===== src/rtl/i2s_stream_tx.sv =====
// I2S / left-justified stereo serializer: valid/ready pair FIFO feeding a frame register
// shifted out MSB-first. Define I2S_UNDERRUN_HOLD_EN to repeat the last pair on underrun instead of muting.
module i2s_stream_tx #(
    parameter int SAMPLE_BITS = 16,
    parameter int SLOT_BITS   = 32,
    parameter int SCLK_DIV    = 4,
    parameter int FIFO_DEPTH  = 8,
    parameter int I2S_MODE    = 1
) (
    input  logic                        inp_clock,
    input  logic                        inp_reset,
    input  logic [SAMPLE_BITS-1:0]      inp_left,
    input  logic [SAMPLE_BITS-1:0]      inp_right,
    input  logic                        inp_valid,
    output logic                        out_ready,
    output logic [$clog2(FIFO_DEPTH):0] out_level,
    output logic                        out_underrun,
    output logic                        out_mclk,
    output logic                        out_sclk,
    output logic                        out_wclk,
    output logic                        out_data
);
    localparam int FRAME  = 2 * SLOT_BITS;
    localparam int BCW    = $clog2(FRAME);
    localparam int DW     = (SCLK_DIV > 1) ? $clog2(SCLK_DIV) : 1;
    localparam int PW     = $clog2(FIFO_DEPTH);
    localparam int LW     = PW + 1;
    localparam int PAIR_W = 2 * SAMPLE_BITS;

    localparam logic [BCW-1:0] FRAME_LAST = BCW'(FRAME - 1);
    localparam logic [BCW-1:0] SLOT_C     = BCW'(SLOT_BITS);
    localparam logic [BCW-1:0] SAMP_C     = BCW'(SAMPLE_BITS);
    localparam logic [DW-1:0]  DIV_LAST   = DW'(SCLK_DIV - 1);
    localparam logic [LW-1:0]  DEPTH_C    = LW'(FIFO_DEPTH);

`ifdef I2S_UNDERRUN_HOLD_EN
    localparam bit HOLD_ON_UNDERRUN = 1'b1;
`else
    localparam bit HOLD_ON_UNDERRUN = 1'b0;
`endif

    logic [DW-1:0]          div_q, div_d;
    logic                   sclk_q, sclk_d;
    logic [BCW-1:0]         bit_cnt_q, bit_cnt_d;
    logic                   wclk_q, wclk_d;
    logic                   data_q, data_d;
    logic                   underrun_q, underrun_d;
    logic                   ready_q, ready_d;
    logic [LW-1:0]          level_q, level_d;
    logic [PW-1:0]          wr_ptr_q, wr_ptr_d;
    logic [PW-1:0]          rd_ptr_q, rd_ptr_d;
    logic [SAMPLE_BITS-1:0] frame_l_q, frame_l_d;
    logic [SAMPLE_BITS-1:0] frame_r_q, frame_r_d;
    logic [PAIR_W-1:0]      mem_q [FIFO_DEPTH];
    logic [PAIR_W-1:0]      mem_d [FIFO_DEPTH];

    logic                   tick, bit_evt, load, push, pop, empty, slot_right;
    logic [BCW-1:0]         pos, bit_idx;
    logic [SAMPLE_BITS-1:0] smp, smp_sh;

    always_comb begin
        tick      = (div_q == DIV_LAST);
        bit_evt   = tick && sclk_q;
        div_d     = tick ? '0 : div_q + DW'(1);
        sclk_d    = tick ? ~sclk_q : sclk_q;
        bit_cnt_d = bit_cnt_q;
        if (bit_evt) begin
            bit_cnt_d = (bit_cnt_q == FRAME_LAST) ? '0 : bit_cnt_q + BCW'(1);
        end

        // Philips mode delays the data position one bit behind the word clock
        if (I2S_MODE != 0) begin
            pos = (bit_cnt_d == '0) ? FRAME_LAST : bit_cnt_d - BCW'(1);
        end else begin
            pos = bit_cnt_d;
        end
        load = bit_evt && (pos == '0);

        empty = (level_q == '0);
        push  = inp_valid && ready_q;
        pop   = load && !empty;

        mem_d = mem_q;
        if (push) begin
            mem_d[wr_ptr_q] = {inp_left, inp_right};
        end
        wr_ptr_d = wr_ptr_q + PW'(push);
        rd_ptr_d = rd_ptr_q + PW'(pop);

        case ({push, pop})
            2'b10:   level_d = level_q + LW'(1);
            2'b01:   level_d = level_q - LW'(1);
            default: level_d = level_q;
        endcase
        ready_d = (level_d != DEPTH_C);

        frame_l_d = frame_l_q;
        frame_r_d = frame_r_q;
        if (pop) begin
            {frame_l_d, frame_r_d} = mem_q[rd_ptr_q];
        end else if (load && !HOLD_ON_UNDERRUN) begin
            frame_l_d = '0;
            frame_r_d = '0;
        end
        underrun_d = load && empty;

        // Data follows the next bit position and next frame so it moves with WCLK
        wclk_d     = (bit_cnt_d >= SLOT_C);
        slot_right = (pos >= SLOT_C);
        bit_idx    = slot_right ? pos - SLOT_C : pos;
        smp        = slot_right ? frame_r_d : frame_l_d;
        smp_sh     = smp << bit_idx;
        data_d     = (bit_idx < SAMP_C) ? smp_sh[SAMPLE_BITS-1] : 1'b0;
    end

    always_ff @(posedge inp_clock or negedge inp_reset) begin
        if (!inp_reset) begin
            div_q      <= '0;
            sclk_q     <= 1'b0;
            bit_cnt_q  <= '0;
            wclk_q     <= 1'b0;
            data_q     <= 1'b0;
            underrun_q <= 1'b0;
            ready_q    <= 1'b1;
            level_q    <= '0;
            wr_ptr_q   <= '0;
            rd_ptr_q   <= '0;
            frame_l_q  <= '0;
            frame_r_q  <= '0;
            mem_q      <= '{default: '0};
        end else begin
            div_q      <= div_d;
            sclk_q     <= sclk_d;
            bit_cnt_q  <= bit_cnt_d;
            wclk_q     <= wclk_d;
            data_q     <= data_d;
            underrun_q <= underrun_d;
            ready_q    <= ready_d;
            level_q    <= level_d;
            wr_ptr_q   <= wr_ptr_d;
            rd_ptr_q   <= rd_ptr_d;
            frame_l_q  <= frame_l_d;
            frame_r_q  <= frame_r_d;
            mem_q      <= mem_d;
        end
    end

    assign out_mclk     = inp_clock;
    assign out_sclk     = sclk_q;
    assign out_wclk     = wclk_q;
    assign out_data     = data_q;
    assign out_ready    = ready_q;
    assign out_level    = level_q;
    assign out_underrun = underrun_q;
endmodule


===== config.mk =====
export PLATFORM = sky130hd
export DESIGN_NAME = i2s_stream_tx
export DESIGN_NICKNAME = d
export VERILOG_FILES = /design/src/rtl/i2s_stream_tx.sv
export SDC_FILE = /design/constraint.sdc
export NUM_CORES = 1
export LEC_CHECK = 0
export ABC_AREA = 1
export CELL_PAD_IN_SITES_DETAIL_PLACEMENT = 1
export CELL_PAD_IN_SITES_GLOBAL_PLACEMENT = 2
export CORE_MARGIN = 2
export CORE_UTILIZATION = 43
export CTS_BUF_LIST = sky130_fd_sc_hd__clkbuf_8
export DETAILED_ROUTE_END_ITERATION = 6
export PLACE_DENSITY_LB_ADDON = 0.12
export SETUP_SLACK_MARGIN = 0.1
export SLEW_MARGIN = 20
export SYNTH_ARGS = -nofsm -noshare
export SYNTH_HDL_FRONTEND = slang
export SYNTH_SLANG_ARGS = --single-unit
export TNS_END_PERCENT = 10

===== constraint.sdc =====
create_clock -name inp_clock -period 7.2 [get_ports inp_clock]
set_clock_uncertainty 0.2 [all_clocks]
set_input_delay 1.44 -clock inp_clock [delete_from_list [all_inputs] [get_ports inp_clock]]
set_output_delay 1.44 -clock inp_clock [all_outputs]
set_load 0.03 [all_outputs]

==> reports/qor.csv, run 1 <==
metric,value,unit
dr.pass1.iters,6,
cts_setup_buffers,0,
port_buffers,44,
p_sw,2.41,mW
synth_top_area_frac,0.547,
fp.dieW,186,um
end_kind,output port,
wirelength,39500,um
path_cells,clkbuf_8 -> clkbuf_8 -> clkdlybuf4s50_1,
grt_overflow,0,
drtAntennaViolNets,0,
track_usage,0.241,
syn_nets,1714,
swShare,0.371,
drtIter0Drc,550,
seq_power_share,0.455,
antenna_found_initial,0,
yosysMostFrequentCell,nand2_1,
top_layer,met4,
status,completed,
synthFlopType,dfrtp_1,
yosys.area.top_type,dfrtp_1,
drive_gt1_frac,0.0786,
insertion_delay,0.73,ns
pwr-share-comb,0.297,
synth_edf_count,0,
nNetsFinal,1725,
fillers,3888,
tightest_slew,0.989,ns
yosys-top-cells-area,"dfrtp_1 55%, nand2_1 14%, o21ai_0 13%",
dieArea,0.0344,mm2
met2_length,18600,um
wl_per_cell,18.3,um
crit_buf_inv,3,
gp_congestion,0.836,
ys_seq_area_frac,0.549,
p_int,4.08,mW
cp_top_family,buffers and inverters,
timing_worst_setup_path_type,clk2out,
ys_ff_latch,311,
crit_arrival,4.42,ns
crit_top_cell,clkbuf_8,
pre_cts_slack,1.40,ns
syn2layout_area_growth,12.5,%
hold_path_class,reg2reg,
synth_cell_types,37,
cp_max_fo,2,
grt_pass1_vias,11900,
crit_slowest_cell,clkdlybuf4s50_1,
wl_met3,1120,um
wl_met1,19000,um
pin_count,45,
drt-vias-per-instance,5.28,
syn_inst,1667,
maxSlewHeadroom,0.341,
dieHeight,186,um
cts_tree,done,
required,5.56,ns
vias,11400,
start_util,0.436,
drc,0,
syn_area_per_cell,8.51,um2
grt_setup_unrepaired,no,
hpwl,22600,um
syn_area,0.0142,mm2
rows,66,
power_frac_clock,0.248,
slew_viol_final,0,
async_flop_share,1.00,
n_antenna_cell,0,
ctsHoldBuffers,0,
yosys_warnings,0,
max-cap-violations,0,
cts_resized,0,
power_density,407,mW/mm2
vdd_drop_max,0.182,mV
clk_pin_slew,0.05,ns
cp-start-kind,clock port,
fin_tns_setup,0,ns
p_leak,7.58,nW
synth_commonest_cells,"522 x nand2_1, 356 x o21ai_0, 310 x dfrtp_1, 92 x clkbuf_1, 85 x inv_1",
worst_slack,1.14,ns
max_stage_delay,0.58,ns
core,0.0325,mm2
finalHoldViolations,0,
grt_max_degree,175,
finalSetupViolCount,0,
grt_first_pass_wirelength,64400,um
==> metrics by stage <==
step	util	instance area [um2]	power [mW]	hold WS (ns)	std cells
2_1_floorplan	-	14200	4.27	0.203	1667
6_report	0.490	16000	6.49	0.229	2159
4_1_cts	0.490	16000	6.58	0.235	2159
3_5_place_dp	0.458	14900	4.96	0.227	2061
5_1_grt	0.490	16000	7.02	0.253	2159
3_3_place_gp	0.458	14900	4.86	0.212	2061
==> flip-flops by register name, indices dropped and copies added (netlist names), 2 cells and up <==
register,cells
frame_l_q,16
frame_r_q,16
rd_ptr_q,3
wr_ptr_q,3
div_q,2
mem_q,256
bit_cnt_q,6
out_level,4
==> per-layer routing <==
metal | global-route usage | up-vias
li1 | - | 5560
met4 | 0.0775 | 0
met3 | 0.0358 | 49
met5 | 0 | -
met2 | 0.409 | 139
met1 | 0.317 | 5650
==> placed cells by master (no fill, tap or decap), types with 3 or more instances in the layout <==
cell type,synthesis,final
clkdlybuf4s50_1,0,43
xor2_1,6,6
nand2_1,522,514
o22ai_1,32,32
ha_1,12,12
a21oi_1,35,35
o21ai_0,356,356
nor2_1,78,78
a32o_1,32,32
nand4_1,17,17
nand3_1,22,22
nand3_2,4,4
clkbuf_8,0,68
a22o_1,14,14
dfrtp_1,310,308
nand2_2,3,11
clkinv_2,0,6
nand2_4,3,3
inv_2,4,5
buf_4,2,15
inv_1,85,106
nand3_4,3,3
nor2_4,3,3
==> final timing paths <==
path,start,end,slack (ns),cells past startpoint
setup / recovery,inp_clock,out_mclk,1.14,3
hold / removal,div_q[0],div_q[0],0.23,1
setup reg to reg,div_q[0],out_ready,2.67,22
hold reg to reg,div_q[0],div_q[0],0.23,1
max in group asynchronous,inp_reset,out_wclk,4.96,2
min in group asynchronous,inp_reset,mem_q[219],0.44,1
==> final cells by class <==
| type | instances | area [um2] | area share |
|---|---|---|---|
| flip-flops and latches | 311 | 7790 | 0.488 |
| multi-input cells | 1157 | 5630 | 0.353 |
| clock buffers | 69 | 946 | 0.0593 |
| repair buffers | 59 | 568 | 0.0356 |
| well taps | 442 | 553 | 0.0347 |
| inverters | 91 | 344 | 0.0216 |
| clock inverters | 30 | 131 | 0.00823 |
==> power groups by stage <==
stage	Clock (mW)	Combinational, mW	Sequential (mW)
6_report	1.61	1.93	2.96
3_3_place_gp	0.0231	1.88	2.95
5_1_grt	1.73	2.24	3.06
3_5_place_dp	0.0231	1.95	2.98
2_1_floorplan	0.0208	1.41	2.84
4_1_cts	1.66	1.97	2.96
==> kinds of logic after synthesis <==
kind of cell	Yosys count	share of synthesized area
and+or+nand+nor	662	0.193
AOI/OAI and AO/OA	474	0.187
DFF	311	0.549
buffers and inverters	199	0.0558
adders and majority gates	12	0.0106
xor gates and xnor gates	8	0.00494
muxes	1	0.000706
Power figures use the tool's default switching activity.
==> run 2, diff against run 1 <==
--- a/config.mk
+++ b/config.mk
@@ -9,7 +9,7 @@
 export CELL_PAD_IN_SITES_DETAIL_PLACEMENT = 1
 export CELL_PAD_IN_SITES_GLOBAL_PLACEMENT = 2
 export CORE_MARGIN = 2
-export CORE_UTILIZATION = 43
+export CORE_UTILIZATION = 40
 export CTS_BUF_LIST = sky130_fd_sc_hd__clkbuf_8
 export DETAILED_ROUTE_END_ITERATION = 6
 export PLACE_DENSITY_LB_ADDON = 0.12
==> constraint.sdc (replaced) <==
create_clock -name inp_clock -period 5.8 [get_ports inp_clock]
set_clock_uncertainty 0.2 [all_clocks]
set_input_delay 1.16 -clock inp_clock [delete_from_list [all_inputs] [get_ports inp_clock]]
set_output_delay 1.16 -clock inp_clock [all_outputs]
set_load 0.03 [all_outputs]
==> run 2 against run 1 <==
Power up 31%. Critical endpoint unchanged. Highest routed layer unchanged. Design area grew 2.1%. Flip-flop and latch count is the same. First-iteration DRC count increased by 11%.
==> reports/qor.csv, run 2 (synthesis results as in run 1) <==
metric,value,unit,change
n_antenna_cell,0,,unchanged
top_regs,"mem_q: 256 flops, frame_l_q: 16 flops, frame_r_q: 16 flops",,
grt_first_pass_wirelength,66800,um,+3.7%
required,4.44,ns,-1.12 ns
clk_pin_slew,0.06,ns,about the same
grt_use_met2,0.378,,-0.0309
grt_pass1_vias,12100,,+1.5%
dieHeight,192,um,+3.6%
pin_count,45,,unchanged
max-cap-violations,0,,unchanged
pre_cts_slack,0.976,ns,-0.420 ns
vias,11500,,+1.3%
grt_overflow,0,,unchanged
finalSetupViolCount,0,,unchanged
dpl_cell_area,0.0149,mm2,+0.39%
wirelength,40700,um,+2.9%
timing_worst_setup_path_type,clk2out,,
grt_max_degree,114,,-35%
grt_util_met3,0.0342,,-0.00162
regMostFlops,mem_q,,
multi_input_area,0.00563,mm2,about the same
dieArea,0.0370,mm2,+7.3%
cp_max_fo,2,,unchanged
drtIter0Drc,609,,+11%
start_util,0.408,,-0.0273
power_density,521,mW/mm2,+28%
port_buffers,44,,unchanged
largest_reg_flops,256,,unchanged
track_usage,0.233,,-0.00752
syn2layout_area_growth,14.8,%,
insertion_delay,0.74,ns,about the same
fp.dieW,192,um,+3.6%
finalHoldViolations,0,,unchanged
crit_arrival,3.70,ns,-0.72 ns
rows,68,,+3.0%
drtAntennaViolNets,0,,unchanged
maxSlewHeadroom,0.275,,-0.0660
grt_setup_unrepaired,no,,
cts_resized,0,,unchanged
core,0.0347,mm2,+6.7%
status,completed,,
wl_per_cell,18.6,um,+1.6%
cts_tree,done,,
nNetsFinal,1731,,+0.35%
p_leak,7.71,nW,+1.7%
slew_viol_final,0,,unchanged
hpwl,24100,um,+6.8%
fillers,4105,,+5.6%
cp-start-kind,clock port,,
ff_latch_area,0.00779,mm2,unchanged
drt-vias-per-instance,5.28,,about the same
drive_gt1_frac,0.0936,,+0.0150
met1_usage,0.322,,+0.00432
antenna_found_initial,1,,+1
most-common-layout-cells,"514 x nand2_1, 356 x o21ai_0, 308 x dfrtp_1",,
ctsHoldBuffers,0,,unchanged
drc,0,,unchanged
vdd_drop_max,0.328,mV,+80%
hold_path_class,reg2reg,,
worst_slack,0.736,ns,-0.408 ns
tightest_slew,1.08,ns,+0.0952 ns
fin_tns_setup,0,ns,unchanged
power,8.48,mW,+31%
dr.pass1.iters,5,,-1
design_area,0.0163,mm2,+2.1%
gp_congestion,0.789,,-5.6%
cts_setup_buffers,0,,unchanged
final_common_cell,nand2_1,,
grt_busiest_layer,met2,,
end_kind,output port,,
-- run 2: critical path: stages --
cell,delay [ns]
clkbuf_8,0.11
clkbuf_8,0.12
clkdlybuf4s50_1,0.58
-- run 2: worst paths after layout --
kind / startpoint / slack, ns / end / depth (start not counted)
setup / recovery: inp_clock / 0.74 / out_mclk / 3
hold / removal: div_q[0] / 0.23 / div_q[0] / 1
setup reg to reg: div_q[0] / 1.32 / out_ready / 23
hold reg to reg: div_q[0] / 0.23 / div_q[0] / 1
max in group asynchronous: inp_reset / 4.01 / mem_q[207] / 2
min in group asynchronous: inp_reset / 0.29 / mem_q[26] / 1
-- run 2: routing by layer --
| layer | wire [um] | part of all wire |
|---|---|---|
| met5 | 0 | 0 |
| met4 | 829 | 0.020 |
| met3 | 1330 | 0.033 |
| met2 | 18900 | 0.46 |
| met1 | 19600 | 0.48 |
-- run 2: area by class of cell --
type / instances / share of cell area
flip-flops and latches: 311 / 0.478
multi-input cells: 1157 / 0.346
clock buffers: 80 / 0.0674
repair buffers: 63 / 0.0375
well taps: 455 / 0.0350
inverters: 91 / 0.0211
clock inverters: 29 / 0.0150
-- run 2: report_power, final --
part	switching, mW	total (mW)	internal (mW)
combinational	1.54	2.44	0.907
clock	0.993	2.40	1.41
sequential	0.532	3.64	3.10
total	3.06	8.48	5.42
-- run 2: through the flow --
step | cells | hold slack, ns | util
after floorplan | 1667 | 0.203 | -
after global placement | 2078 | 0.213 | 0.431
after detailed placement | 2078 | 0.225 | 0.431
after CTS | 2186 | 0.233 | 0.469
after global routing | 2186 | 0.248 | 0.469
final | 2186 | 0.229 | 0.469
==> run 3, diff against run 2 <==
--- a/config.mk
+++ b/config.mk
@@ -5,11 +5,11 @@
 export SDC_FILE = /design/constraint.sdc
 export NUM_CORES = 1
 export LEC_CHECK = 0
-export ABC_AREA = 1
 export CELL_PAD_IN_SITES_DETAIL_PLACEMENT = 1
 export CELL_PAD_IN_SITES_GLOBAL_PLACEMENT = 2
+export CORE_ASPECT_RATIO = 1.1
 export CORE_MARGIN = 2
-export CORE_UTILIZATION = 40
+export CORE_UTILIZATION = 47
 export CTS_BUF_LIST = sky130_fd_sc_hd__clkbuf_8
 export DETAILED_ROUTE_END_ITERATION = 6
 export PLACE_DENSITY_LB_ADDON = 0.12
==> run 3 against run 2 <==
Sequential share of layout area is 0.85 points lower. Count of clock-buffer cells in the layout is 15 lower. Combinational power is 10% higher. Register-to-register slack got worse by 0.53 ns. Design area rose by 1.8%.
==> reports/qor.csv, run 3 <==
metric,value,unit,change
min_period,5.06,ns,
grt_overflow,0,,unchanged
seq_power_share,0.453,,+0.024
yosys_warnings,0,,unchanged
drtIter0Drc,371,,-39%
drc,0,,unchanged
required,4.44,ns,about the same
synth_commonest_cells,"310 x dfrtp_1, 270 x mux2_2, 64 x mux4_2, 42 x nand2_1, 40 x clkbuf_1",,
fin_crit_sh,0.872,,
slew_viol_final,0,,unchanged
dieHeight,189,um,-1.5%
swShare,0.300,,-0.0605
synthFlopType,dfrtp_1,,
grt_setup_unrepaired,no,,
nNetsFinal,1098,,-37%
vias,8663,,-25%
core,0.0306,mm2,-12%
cp-start-kind,clock port,,
ctsHoldBuffers,0,,unchanged
cp_max_fo,2,,unchanged
yosys-top-cells-area,"dfrtp_1 53%, mux2_2 21%, mux4_2 9.8%",,
fp.dieW,173,um,-10%
ys_ff_latch,311,,unchanged
hold_path_class,reg2reg,,
port_buffers,44,,unchanged
finalHoldViolations,0,,unchanged
timing_worst_setup_path_type,clk2out,,
max-cap-violations,0,,unchanged
cts_tree,done,,
fin_tns_setup,0,ns,unchanged
vdd_drop_max,0.297,mV,-9.3%
dpl_cell_area,0.0155,mm2,+4.0%
syn2layout_area_growth,13.0,%,
synth_edf_count,0,,unchanged
rows,67,,-1.5%
grt_first_pass_wirelength,56400,um,-16%
design_area,0.0166,mm2,+1.8%
top_regs,"mem_q: 256 flops, frame_l_q: 16 flops, frame_r_q: 16 flops",,
drive_gt1_frac,0.425,,+0.332
finalSetupViolCount,0,,unchanged
p_sw,2.55,mW,-17%
crit_top_cell,clkbuf_8,,
max_stage_delay,0.58,ns,about the same
gp_congestion,0.777,,-1.5%
power_density,512,mW/mm2,-1.7%
cts_resized,0,,unchanged
start_util,0.480,,+0.0713
pin_count,45,,unchanged
largest_reg_flops,256,,unchanged
maxSlewHeadroom,0.378,,+0.103
cts_setup_buffers,0,,unchanged
synth_top_area_frac,0.528,,-0.0186
p_int,5.94,mW,+9.5%
end_kind,output port,,
crit_slowest_cell,clkdlybuf4s50_1,,
clk_pin_slew,0.06,ns,about the same
wirelength,34600,um,-15%
yosys.area.top_type,dfrtp_1,,
path_cells,clkbuf_8 -> clkbuf_8 -> clkdlybuf4s50_1,,
power_frac_clock,0.230,,-0.053
dr.pass1.iters,4,,-1
n_antenna_cell,0,,unchanged
drt-vias-per-instance,5.78,,+9.4%
yosysMostFrequentCell,dfrtp_1,,
syn_inst,999,,-40%
grt_pass1_vias,9776,,-19%
p_leak,6.86,nW,-11%
antenna_found_initial,0,,-1
insertion_delay,0.72,ns,-0.02 ns
pwr-share-comb,0.317,,+0.029
grt_max_degree,118,,+3.5%
most-common-layout-cells,"307 x dfrtp_1, 270 x mux2_2, 64 x mux4_2, 64 x clkbuf_8, 43 x clkdlybuf4s50_1",,
drtAntennaViolNets,0,,unchanged
track_usage,0.223,,-0.0106
async_flop_share,1.00,,unchanged
tightest_slew,0.933,ns,-0.151 ns
crit_arrival,3.70,ns,about the same
final_common_cell,dfrtp_1,,
ys_seq_area_frac,0.530,,-0.0187
hpwl,20400,um,-16%
syn_area_per_cell,14.7,um2,+73%
status,completed,,
dieArea,0.0327,mm2,-12%
max_freq,200,MHz,
regMostFlops,mem_q,,
wl_per_cell,23.0,um,+24%
syn_area,0.0147,mm2,+3.5%
synth_cell_types,80,,+120%
syn_nets,1046,,-39%
[run 3: final timing paths]
path / start / endpoint / slack (ns) / cells past startpoint
max: inp_clock / out_mclk / 0.74 / 3
min: div_q[0] / div_q[0] / 0.24 / 1
max reg2reg: bit_cnt_q[0] / out_ready / 0.79 / 19
min reg2reg: div_q[0] / div_q[0] / 0.24 / 1
max in group asynchronous: inp_reset / div_q[1] / 3.92 / 2
min in group asynchronous: inp_reset / mem_q[220] / 0.30 / 1
[run 3: cell families (layout without fill, tap and decap cells)]
logic type / count (synthesis) / after routing / synth area share
mux: 372 / 372 / 0.332
flops: 311 / 311 / 0.530
simple gates: 123 / 123 / 0.0439
compound gates: 92 / 92 / 0.0525
buf+inv: 76 / 163 / 0.0223
xor+xnor: 13 / 13 / 0.00921
fa+ha+maj: 12 / 12 / 0.0102
[run 3: metrics by stage]
step	util	power, mW	instances	setup WS, ns	hold WS [ns]
floorplan	-	5.81	999	0.870	0.203
finish	0.542	8.49	1500	0.743	0.240
global route	0.542	9.06	1500	0.403	0.261
global placement	0.508	6.51	1408	0.897	0.214
CTS	0.542	8.63	1500	0.738	0.246
detailed placement	0.508	6.66	1408	0.784	0.236
[run 3: area by class of cell]
cell class | instances | area, um2
Fill cell | 2935 | 14000
Tap cell | 414 | 518
Multi-Input combinational cell | 612 | 6610
Sequential cell | 311 | 7790
Clock buffer | 65 | 891
Clock inverter | 28 | 151
Timing Repair Buffer | 62 | 591
Inverter | 8 | 30.0
[run 3: power groups by stage]
stage	clock network, mW	registers [mW]	logic, mW
final	1.95	3.85	2.69
after global routing	2.11	4.02	2.93
after CTS	2.02	3.86	2.75
after detailed placement	0.0287	3.89	2.74
after global placement	0.0287	3.83	2.65
after floorplan	0.0258	3.63	2.15
[run 3: critical path, delay by kind of cell]
kind	cells	cell delay (ns)
buffers and inverters	3	0.80
[run 3: per-layer routing]
metal  wire (um)  global-route usage
met4         727              0.0710
met2       17100               0.379
met3         945              0.0357
met5           0                   0
met1       15800               0.294
